`src/rtl/nibble_frame_serializer_pkg.sv`:
```
// Shared definitions for the nibble serializer and the downstream sorted-pair
// detector: frame width, default filler frame and the bit-index type, so both
// ends agree on frame layout and on what an idle frame looks like.
package nibble_frame_serializer_pkg;

  localparam int unsigned FRAME_W = 4;

  typedef logic [FRAME_W-1:0] frame_t;
  typedef logic [1:0]         bit_idx_t;

  // Descending pair (2,0): never a valid sorted pair, so the detector ignores it.
  localparam frame_t FILL_FRAME = 4'b1000;

  // Index of the last bit of a frame; the shifter reloads on this edge.
  localparam bit_idx_t LOAD_IDX = 2'd3;

endpackage

```
`src/rtl/nibble_sync_fifo.sv`:
```
// Synchronous FIFO of 4-bit frames.
// Ports:
//   clk, rst          clock, synchronous active-high flush
//   push, push_data   write request / frame (ignored when full)
//   pop, pop_data     read request (ignored when empty) / head frame
//   full, empty       registered occupancy flags
//   level             number of queued frames (0..DEPTH)
module nibble_sync_fifo
  import nibble_frame_serializer_pkg::*;
#(
  parameter int unsigned DEPTH = 4
) (
  input  logic                     clk,
  input  logic                     rst,
  input  logic                     push,
  input  frame_t                   push_data,
  input  logic                     pop,
  output frame_t                   pop_data,
  output logic                     full,
  output logic                     empty,
  output logic [$clog2(DEPTH):0]   level
);

  localparam int unsigned PTR_W = $clog2(DEPTH);
  localparam int unsigned LVL_W = PTR_W + 1;
  localparam logic [LVL_W-1:0] FULL_LVL = LVL_W'(DEPTH);

  frame_t             mem_q [DEPTH];
  frame_t             mem_d [DEPTH];
  logic [PTR_W-1:0]   wr_ptr_q, wr_ptr_d;
  logic [PTR_W-1:0]   rd_ptr_q, rd_ptr_d;
  logic [LVL_W-1:0]   level_q,  level_d;
  logic               push_ok,  pop_ok;

  assign full     = (level_q == FULL_LVL);
  assign empty    = (level_q == '0);
  assign level    = level_q;
  assign pop_data = mem_q[rd_ptr_q];

  assign push_ok  = push & ~full;
  assign pop_ok   = pop  & ~empty;

  always_comb begin
    mem_d    = mem_q;
    wr_ptr_d = wr_ptr_q;
    rd_ptr_d = rd_ptr_q;
    level_d  = level_q;
    if (push_ok) begin
      mem_d[wr_ptr_q] = push_data;
      wr_ptr_d        = wr_ptr_q + 1'b1;
    end
    if (pop_ok) begin
      rd_ptr_d = rd_ptr_q + 1'b1;
    end
    case ({push_ok, pop_ok})
      2'b10:   level_d = level_q + 1'b1;
      2'b01:   level_d = level_q - 1'b1;
      default: level_d = level_q;
    endcase
  end

  always_ff @(posedge clk) begin
    if (rst) begin
      wr_ptr_q <= '0;
      rd_ptr_q <= '0;
      level_q  <= '0;
    end else begin
      wr_ptr_q <= wr_ptr_d;
      rd_ptr_q <= rd_ptr_d;
      level_q  <= level_d;
    end
  end

  // Storage needs no reset: entries are only read when level says they are valid.
  always_ff @(posedge clk) begin
    mem_q <= mem_d;
  end

endmodule

```
`src/rtl/nibble_frame_serializer.sv`:
```
// Serializes queued 4-bit frames MSB first onto a continuous 1-bit stream.
// One bit per clock; frames are aligned to reset release and repeat every
// 4 clocks. With nothing queued, the FILL frame is sent instead.
// Ports:
//   clk, rst        clock, synchronous active-high reset
//   in_valid/in_data/in_ready   frame input handshake ([3:2] first value)
//   ser_out         serial bit (shreg MSB)
//   frame_start     ser_out carries bit 3 of a frame
//   frame_fill      current frame is FILL
//   fifo_level      queued frames
//   sent_count      data frames loaded into the shifter (wraps)
module nibble_frame_serializer
  import nibble_frame_serializer_pkg::*;
#(
  parameter int unsigned DEPTH = 4,
  parameter frame_t      FILL  = FILL_FRAME,
  parameter int unsigned CNT_W = 16
) (
  input  logic                     clk,
  input  logic                     rst,
  input  logic                     in_valid,
  input  logic [FRAME_W-1:0]       in_data,
  output logic                     in_ready,
  output logic                     ser_out,
  output logic                     frame_start,
  output logic                     frame_fill,
  output logic [$clog2(DEPTH):0]   fifo_level,
  output logic [CNT_W-1:0]         sent_count
);

  frame_t             shreg_q, shreg_d;
  bit_idx_t           bit_idx_q, bit_idx_d;
  logic               fill_q, fill_d;
  logic [CNT_W-1:0]   sent_count_q, sent_count_d;

  logic               fifo_full, fifo_empty;
  frame_t             fifo_head;
  logic               push, pop, load;

  // Ready comes from the registered level only, so a pop never frees a slot
  // for a push in the same cycle.
  assign in_ready = ~fifo_full;
  assign push     = in_valid & in_ready;
  assign load     = (bit_idx_q == LOAD_IDX);
  assign pop      = load & ~fifo_empty;

  nibble_sync_fifo #(
    .DEPTH (DEPTH)
  ) u_fifo (
    .clk       (clk),
    .rst       (rst),
    .push      (push),
    .push_data (in_data),
    .pop       (pop),
    .pop_data  (fifo_head),
    .full      (fifo_full),
    .empty     (fifo_empty),
    .level     (fifo_level)
  );

  always_comb begin
    bit_idx_d    = bit_idx_q + 1'b1;   // 3 wraps to 0 on the load edge
    shreg_d      = {shreg_q[FRAME_W-2:0], 1'b0};
    fill_d       = fill_q;
    sent_count_d = sent_count_q;
    if (load) begin
      if (!fifo_empty) begin
        shreg_d      = fifo_head;
        fill_d       = 1'b0;
        sent_count_d = sent_count_q + 1'b1;
      end else begin
        shreg_d = FILL;
        fill_d  = 1'b1;
      end
    end
  end

  always_ff @(posedge clk) begin
    if (rst) begin
      shreg_q      <= FILL;
      bit_idx_q    <= '0;
      fill_q       <= 1'b1;
      sent_count_q <= '0;
    end else begin
      shreg_q      <= shreg_d;
      bit_idx_q    <= bit_idx_d;
      fill_q       <= fill_d;
      sent_count_q <= sent_count_d;
    end
  end

  assign ser_out     = shreg_q[FRAME_W-1];
  assign frame_start = (bit_idx_q == '0);
  assign frame_fill  = fill_q;
  assign sent_count  = sent_count_q;

endmodule
```
`config.mk`:
```
export PLATFORM = sky130hd
export DESIGN_NAME = nibble_frame_serializer
export DESIGN_NICKNAME = d
export VERILOG_FILES = /design/src/rtl/nibble_frame_serializer_pkg.sv /design/src/rtl/nibble_sync_fifo.sv /design/src/rtl/nibble_frame_serializer.sv
export SDC_FILE = /design/constraint.sdc
export NUM_CORES = 1
export LEC_CHECK = 0
export CORE_MARGIN = 4
export CORE_UTILIZATION = 60
export DETAILED_ROUTE_END_ITERATION = 7
export DONT_BUFFER_PORTS = 1
export PLACE_DENSITY = 0.79
export SLEW_MARGIN = 20
export SYNTH_ARGS = -nofsm -noshare
export SYNTH_HDL_FRONTEND = slang
export SYNTH_SLANG_ARGS = --single-unit
```
`constraint.sdc`:
```
create_clock -name clk -period 3.6 [get_ports clk]
set_input_delay 1.08 -clock clk [delete_from_list [all_inputs] [get_ports clk]]
set_output_delay 1.08 -clock clk [all_outputs]
set_load 0.05 [all_outputs]
```
-- Yosys cells after proc, flatten, opt, wreduce, memory -nomap -nowiden
Index checks and enable logic that the tools add are counted.
- $add $sub $neg: 6
- multiply operators: 0
- divide/modulo/power cells: 0
- $lt $le $gt $ge: 3
- eq/ne operators: 4
- shift-type cells: 0
- multiplexer cells: 10
- bitwise gates (word level): 9
- reductions and logical operators: 6
- operators with widths (cell ; count):
    4-bit two-way mux ; 5
    16-bit by 1-bit adder with 16-bit output, second input constant ; 1
    16-bit bitwise mux ; 1
    4-bit binary-select mux with 2-bit select ; 1
    4-bit demux with 2-bit select ; 1
    2-bit by 1-bit adder with 2-bit output, second input constant ; 3
    3-bit greater-or-equal comparator, second input constant ; 2
    2-bit NOT with 3-bit output ; 2
    3-bit one-hot mux with 2 select lines ; 1
    1-bit AND ; 4
    2-bit == test, second input constant ; 2
    3-bit by 1-bit adder with 3-bit output, second input constant ; 1
    3-bit == test, second input constant ; 1
    3-bit logical NOT ; 1
    3-bit by 1-bit < comparator with 1-bit output, second input constant ; 1
    1-bit NOT ; 3
    3-bit OR reduction ; 1
    3-bit by 1-bit subtractor with 3-bit output, second input constant ; 1
    2-bit by 1-bit == test with 1-bit output, second input constant ; 1
    2-bit logical NOT ; 1
    2-bit AND reduction ; 1
    2-bit nonzero test ; 1
    1-bit logical AND ; 1
    1-bit two-way mux ; 1
- register bits after elaboration: 46
- bits in latches: 0
- bits in writable memories: 0
- memory bits (read-only): 0
- output and inout bits: 23
- word-level logic and storage cells: 50
- memories kept: 0

-- Depth between registers and ports, before layout
Gate-level depths: netlist of the first run.
- word-level depth: 6
- gate-level depth with buffers: 9

-- Cells and area by module
A second synthesis of the first run with hierarchy kept.
- cell total of the unflattened synthesis: 179
- area total of the unflattened synthesis: 1990.7 µm²
- modules (own cells, without submodules) (module ; instances ; cells an instance ; area each (µm²) ; seq. area each (µm²)):
    nibble_sync_fifo ; 1 ; 71 ; 1008.5 ; 620.6
    nibble_frame_serializer ; 1 ; 108 ; 982.2 ; 460.4

-- Worst setup path before layout of the first run
Ideal clock, no wire load.
- path kind: reg2reg
- start point: reg u_fifo.level_q[2], in the netlist u_fifo.level[2]
- end point: reg u_fifo.level_q[2], in the netlist u_fifo.level[2]
- arrival: 2.824 ns
- data required time: 3.529 ns
- path slack: 0.706 ns
- cell stages (with the launch flop): 10
- path buffers: 0
- cell sequence: dfxtp_1 -> or3b_1 -> and2_1 -> clkinv_1 -> ha_1 -> inv_1 -> fa_1 -> xor2_1 -> or3_1 -> a21oi_1
- word-level cells in the longest chain between the ends: 6
- ends and longest elaborated chain (what ; line ; RTL):
    start: declaration ; nibble_sync_fifo.sv:32 ; logic [LVL_W-1:0] level_q, level_d;
    start signal: assignment ; nibble_sync_fifo.sv:70 ; level_q <= level_d;
    3-bit == test * ; nibble_sync_fifo.sv:35 ; assign full = (level_q == FULL_LVL);
    1-bit NOT * ; nibble_frame_serializer.sv:42 ; assign in_ready = ~fifo_full;
    named net in_ready ; nibble_frame_serializer.sv:23 ; output logic in_ready,
    1-bit AND ; nibble_frame_serializer.sv:43 ; assign push = in_valid & in_ready;
    1-bit AND * ; nibble_sync_fifo.sv:40 ; assign push_ok = push & ~full;
    2-bit by 1-bit == test with 1-bit output or 2-bit == test (tied branches) ; nibble_sync_fifo.sv:55 ; case ({push_ok, pop_ok})
    3-bit one-hot mux with 2 select lines or 2-bit nonzero test (tied branches) ; - ;
The timed path passes the listed nets; every way through them passes the cells marked *.
A chain may end at the register's enable or synchronous reset.

-- Final worst setup path of the first run
- start point: reg u_fifo.level_q[2], in the netlist u_fifo.level[2]
- end point: reg u_fifo.level_q[2], in the netlist u_fifo.level[2]
- word-level cells in the longest chain between the ends: 6
- ends and longest elaborated chain (what ; line):
    3-bit == test or 3-bit logical NOT (tied branches) ; nibble_sync_fifo.sv:35, nibble_sync_fifo.sv:36
    1-bit NOT (on tied branches) ; -
    1-bit AND (on tied branches) ; nibble_frame_serializer.sv:43, nibble_frame_serializer.sv:45
    1-bit AND (on tied branches) ; nibble_sync_fifo.sv:40, nibble_sync_fifo.sv:41
    2-bit by 1-bit == test with 1-bit output or 2-bit == test (tied branches) ; nibble_sync_fifo.sv:55
    3-bit one-hot mux with 2 select lines or 2-bit nonzero test (tied branches) ; -
Several ways; a longest one is shown, not always the timed one.

==> impl_metrics.json, run 1 <==
{
  "drtAntennaViolNets": 0,
  "place.port_buffers": 0,
  "cp_slowest_cell": "dfxtp_1",
  "path_buf_inv": 3,
  "post-synth-top-area-cell": "dfxtp_1",
  "wl_per_cell_um": 15.5,
  "grt_pass1_vias": 1355,
  "drive_gt1_frac": 0.0778,
  "clkPwrFrac": 0.259,
  "synthTopCellsByCount": "30 x dfxtp_1, 18 x nor2_1, 16 x edfxtp_1",
  "critPathLaunchType": "flip-flop",
  "htreeDepth": 2,
  "p_int_mw": 0.657,
  "peakVddDrop_uv": 340,
  "cts.sinks": 46,
  "reg2reg_slack_ns": 0.68,
  "cts-buffers-inserted": 5,
  "cts_root_buffer": "clkbuf_4",
  "hold_buffers": 0,
  "fillCellCount": 238,
  "die-area_um2": 4240,
  "io_pins": 30,
  "dp_hpwl_um": 2560,
  "diodes": 0,
  "cp_top_family": "simple AND/OR/NAND/NOR gates",
  "antenna_found_initial": 0,
  "core_area_um2": 3080,
  "crit_chain": "or3b_1, buf_4, and2_1, clkinv_1, ha_1, inv_1, fa_1, xor2_1, or3_1, a21oi_1",
  "drcViolationCount": 0,
  "swShare": 0.257,
  "syn_area_um2": 1960,
  "finalCritPeriodShare": 0.810,
  "cp.required_ns": 3.89,
  "p_leak_nw": 0.710,
  "finalHoldViolCount": 0,
  "dieWidth_um": 65.1,
  "seq_area_frac_synth": 0.552,
  "worstPathArrival_ns": 3.21,
  "vias": 1306,
  "status": "completed",
  "tightest_slew_ns": 0.674,
  "synth.most_common_cell": "dfxtp_1",
  "fin_cells": 224,
  "syn_area_per_cell_um2": 11.1,
  "initial_core_util": 0.636,
  "synthDistinctLibCells": 37,
  "drv_cap": 0,
  "min_from": "bit_idx_q[0]",
  "met2_length_um": 1760,
  "synth-edff-count": 16,
  "startpoint": "u_fifo.level[2]",
  "worstSkewPairLatency_ns": 0.35,
  "synthFlopType": "dfxtp_1",
  "synthCells": 177,
  "cts.repair.resized": 0,
  "firstDrtPassIters": 5,
  "fmax_ghz": 0.343,
  "endpoint_kind": "flip-flop",
  "synth_top_area_share": 0.307,
  "ys_seq_elements": 46,
  "power_density_nw_per_um2": 433,
  "synthTopCellsByArea": "dfxtp_1 31%, edfxtp_1 25%, ha_1 5.1%",
  "drt-met1-wl_um": 1420,
  "pwr-share-seq": 0.667,
  "drtIter0Drc": 47,
  "area_delta_synth_final_pct": 4.41,
  "place_inst": 216,
  "grt_pass1_wl_um": 6120,
  "grt_max_degree": 31,
  "fin_worst_skew_ns": 0.00485,
  "max_stage_delay_ns": 0.74,
  "gp_congestion": 0.728,
  "clk_pin_slew_worst_paths_ns": 0.12,
  "rsz0062_at_grt": "false",
  "fp.dieH_um": 65.1,
  "clk_path_buf_depth": 2,
  "syn_nets": 193,
  "hold_slack_ns": 0.451,
  "period_minus_slack_ns": 2.92,
  "hold_class": "flip-flop to flip-flop",
  "yosys_warnings": 0,
  "relSlewSlack": 0.550,
  "cp_max_fo": 6,
  "rows": 20,
  "gr-total-overflow": 0,
  "viasPerCell": 5.83,
  "setup-violations-final": 0,
  "cts_setup_buffers": 0,
  "critPathKind": "flip-flop to flip-flop",
  "pwr-share-comb": 0.073,
  "p_sw_mw": 0.227,
  "maxSlewViolCount": 0,
  "rr_startpoint": "u_fifo.level[2]",
  "setup_tns_ns": 0,
  "grt_util_all_layers": 0.192,
  "cts_tree": "done",
  "async_flop_share": 0,
  "top_layer_used": "met4",
  "dr_wl_met3_um": 185,
  "routed_wl_um": 3480,
  "nets": 195
}
==> power groups by stage <==
stage	combinational (mW)	clock [mW]	sequential (mW)
final	0.0647	0.229	0.590
after global routing	0.0728	0.261	0.594
after CTS	0.0657	0.236	0.591
after detailed placement	0.0652	0	0.603
after global placement	0.0612	0	0.601
after floorplan	0.0573	0	0.597
==> final cells by class <==
type | count | area, µm² | share of cell area
inverters | 11 | 41.3 | 0.0202
clock inverters | 3 | 16.3 | 0.00796
repair buffers | 1 | 7.51 | 0.00367
flip-flops and latches | 46 | 1080 | 0.529
well taps | 44 | 55.1 | 0.0269
clock buffers | 5 | 37.5 | 0.0184
multi-input cells | 114 | 805 | 0.394
==> cell families after synthesis <==
family,share of synthesized area
flops,0.552
buf+inv,0.0364
compound gates,0.0729
fa+ha+maj,0.0614
mux,0.0460
simple gates,0.173
xor+xnor,0.0582
==> flip-flops by register name, summed over array words and instances, names as in the netlist <==
signal / flops
bit_idx_q: 2
frame_fill: 1
sent_count: 16
shreg_q: 4
u_fifo.level: 3
u_fifo.mem_q: 16
u_fifo.rd_ptr_q: 2
u_fifo.wr_ptr_q: 2
==> path summary, 6_finish.rpt <==
check	to	cells after the start
setup / recovery	u_fifo.level[2]	10
hold / removal	bit_idx_q[0]	1
setup reg to reg	u_fifo.level[2]	10
hold reg to reg	bit_idx_q[0]	1
==> placed cells by master (no fill, tap or decap), types with 2 or more instances in the layout <==
cell type | netlist | layout
a21oi_1 | 13 | 13
xnor2_1 | 5 | 5
nand4_1 | 5 | 5
nor3_1 | 3 | 3
xor2_1 | 8 | 8
nand3_1 | 5 | 5
edfxtp_1 | 16 | 16
nor2_1 | 18 | 18
or4_1 | 2 | 2
o31ai_1 | 3 | 3
clkbuf_4 | 0 | 5
or3_1 | 5 | 5
dfxtp_1 | 30 | 30
clkinv_1 | 1 | 2
inv_1 | 9 | 9
o21ai_0 | 4 | 4
and2b_1 | 2 | 2
nand2_1 | 9 | 9
mux4_2 | 4 | 4
ha_1 | 8 | 8
and3_1 | 6 | 6
==> per-layer routing <==
layer,vias to the layer above,GRT usage
met2,35,0.317
met4,0,0.109
met3,14,0.0615
met5,-,0
met1,622,0.220
li1,635,-
==> stage by stage <==
stage | power (mW) | util | area, µm² | worst slack [ns]
global placement | 0.662 | 0.646 | 1990 | 0.797
detailed placement | 0.668 | 0.646 | 1990 | 0.705
global route | 0.928 | 0.664 | 2040 | 0.507
floorplan | 0.655 | - | 1960 | 0.706
finish | 0.884 | 0.664 | 2040 | 0.683
CTS | 0.893 | 0.664 | 2040 | 0.671
Note: power is estimated with default switching activity, not from simulation.
==> inputs of run 2 (changes only) <==
Settings changed: CORE_UTILIZATION 60 to 55, PLACE_DENSITY 0.79 to 0.76.
Clock period 3.6 ns to 2.65 ns, I/O delays scaled along.
==> run 2 against run 1 <==
Compared with the run above: global-route usage decreased by 0.094 points; final cell count is 6.7% higher; routed wire length up 6.9%; critical path type unchanged; setup slack lost 0.47 ns; largest power group unchanged; count of clock-buffer cells in the layout increased by 1.
==> impl_metrics.json, run 2 (synthesis results as in run 1) <==
{
  "final_common_cell": "dfxtp_1",
  "power_density_nw_per_um2": 567,
  "gr-total-overflow": 0,
  "final-seq-area_um2": 1080,
  "p_int_mw": 0.904,
  "nets": 208,
  "io_pins": 30,
  "p_sw_mw": 0.313,
  "routed_wl_um": 3720,
  "fin_worst_skew_ns": 0.00935,
  "setup_tns_ns": 0,
  "rsz0062_at_grt": "false",
  "core_area_um2": 3390,
  "worstPathArrival_ns": 2.72,
  "viasPerCell": 5.61,
  "maxSlewViolCount": 0,
  "reg2reg_slack_ns": 0.21,
  "rows": 21,
  "worstSkewPairLatency_ns": 0.36,
  "cts-buffers-inserted": 5,
  "grt_util_all_layers": 0.191,
  "swShare": 0.257,
  "cts_root_buffer": "clkbuf_4",
  "status": "completed",
  "cts_setup_buffers": 0,
  "drcViolationCount": 0,
  "grt_pass1_vias": 1329,
  "wl_per_cell_um": 15.6,
  "setup-violations-final": 0,
  "cp.required_ns": 2.94,
  "p_leak_nw": 0.786,
  "finalHoldViolCount": 0,
  "clk_path_buf_depth": 2,
  "dieWidth_um": 67.7,
  "area_delta_synth_final_pct": 9.72,
  "multiInputGateArea_um2": 807,
  "fmax_ghz": 0.410,
  "fillCellCount": 269,
  "pwr-share-seq": 0.653,
  "antenna_found_initial": 0,
  "drv_cap": 0,
  "drive_gt1_frac": 0.161,
  "peakVddDrop_uv": 373,
  "place_inst": 231,
  "grt_pass1_wl_um": 6260,
  "pwr-share-comb": 0.088,
  "clk_pin_slew_worst_paths_ns": 0.12,
  "drtIter0Drc": 86,
  "setup_slack_ns": 0.211,
  "final_cell_mix": "27 x dfxtp_1, 18 x nor2_1, 16 x edfxtp_1",
  "gp_congestion": 0.811,
  "cts.sinks": 46,
  "endpoint_kind": "flip-flop",
  "cts_tree": "done",
  "place.port_buffers": 0,
  "htreeDepth": 2,
  "die-area_um2": 4580,
  "pre_cts_ws_ns": 0.125,
  "fin_cells": 239,
  "vias": 1341,
  "grt_max_degree": 31,
  "firstDrtPassIters": 4,
  "hold_class": "flip-flop to flip-flop",
  "relSlewSlack": 0.593,
  "clkPwrFrac": 0.259,
  "initial_core_util": 0.577,
  "diodes": 0,
  "period_minus_slack_ns": 2.44,
  "drtAntennaViolNets": 0,
  "dp_hpwl_um": 2790,
  "cp_max_fo": 3,
  "tightest_slew_ns": 0.610,
  "critPathLaunchType": "flip-flop",
  "critPathKind": "flip-flop to flip-flop",
  "finalCritPeriodShare": 0.920,
  "fp.dieH_um": 67.7
}
-- run 2: changes by cell type in the layout (fill, tap and decap cells not counted), sizes merged --
cell and change:
buf +13, clkbuf +1, clkinvlp -1
-- run 2: worst paths after layout --
kind	startpoint	end	depth (start not counted)
worst max-delay path	u_fifo.level[0]	u_fifo.level[2]	9
worst max register to register	u_fifo.level[0]	u_fifo.level[2]	9
worst min register to register	bit_idx_q[0]	bit_idx_q[0]	1
worst min-delay path	bit_idx_q[0]	bit_idx_q[0]	1
-- run 2: layer usage --
layer / global-route usage / wire [µm] / part of all wire / up-vias
met5: 0 / 0 / 0 / -
li1: - / - / - / 653
met4: 0.0835 / 67 / 0.018 / 0
met3: 0.0832 / 293 / 0.079 / 4
met1: 0.224 / 1520 / 0.41 / 653
met2: 0.301 / 1840 / 0.49 / 31
-- run 2: power by group through the flow --
| stage | Sequential, mW | Clock [mW] | Combinational (mW) |
|---|---|---|---|
| floorplan | 0.812 | 0 | 0.0784 |
| detailed placement | 0.810 | 0 | 0.107 |
| CTS | 0.794 | 0.326 | 0.108 |
| global placement | 0.807 | 0 | 0.102 |
| finish | 0.794 | 0.315 | 0.107 |
| global route | 0.798 | 0.359 | 0.120 |
-- run 2: per-stage QoR --
step                      hold slack [ns]  cell area (µm²)  power [mW]  utilization
after global routing                0.445             2150        1.28        0.633
after CTS                           0.453             2140        1.23        0.633
final                               0.450             2150        1.22        0.633
after global placement              0.425             2090       0.909        0.618
after detailed placement            0.433             2090       0.917        0.618
after floorplan                     0.417             1960       0.890            -
-- run 2: repair_timing --
item | 4_1_cts | 5_1_grt
resized for setup | 0 | 2
setup endpoints to repair | 0 | 1
hold buffers | 0 | 0
-- run 2: cell type report --
| class | instances | share of cell area |
|---|---|---|
| sequential | 46 | 0.505 |
| clock inverter | 2 | 0.00466 |
| timing repair buffer | 14 | 0.0490 |
| inverter | 11 | 0.0192 |
| multi-input combinational | 114 | 0.376 |
| clock buffer | 6 | 0.0192 |
| tap | 46 | 0.0268 |
-- run 2: worst max-delay path, cell delays in order, from the launching register on --
cell and delay, ns:
dfxtp_2 0.44, or3b_4 0.43, and2_1 0.20, clkinv_1 0.06
ha_1 0.18, inv_1 0.06, fa_1 0.37, xor2_1 0.16
or3_1 0.30, a21oi_1 0.17
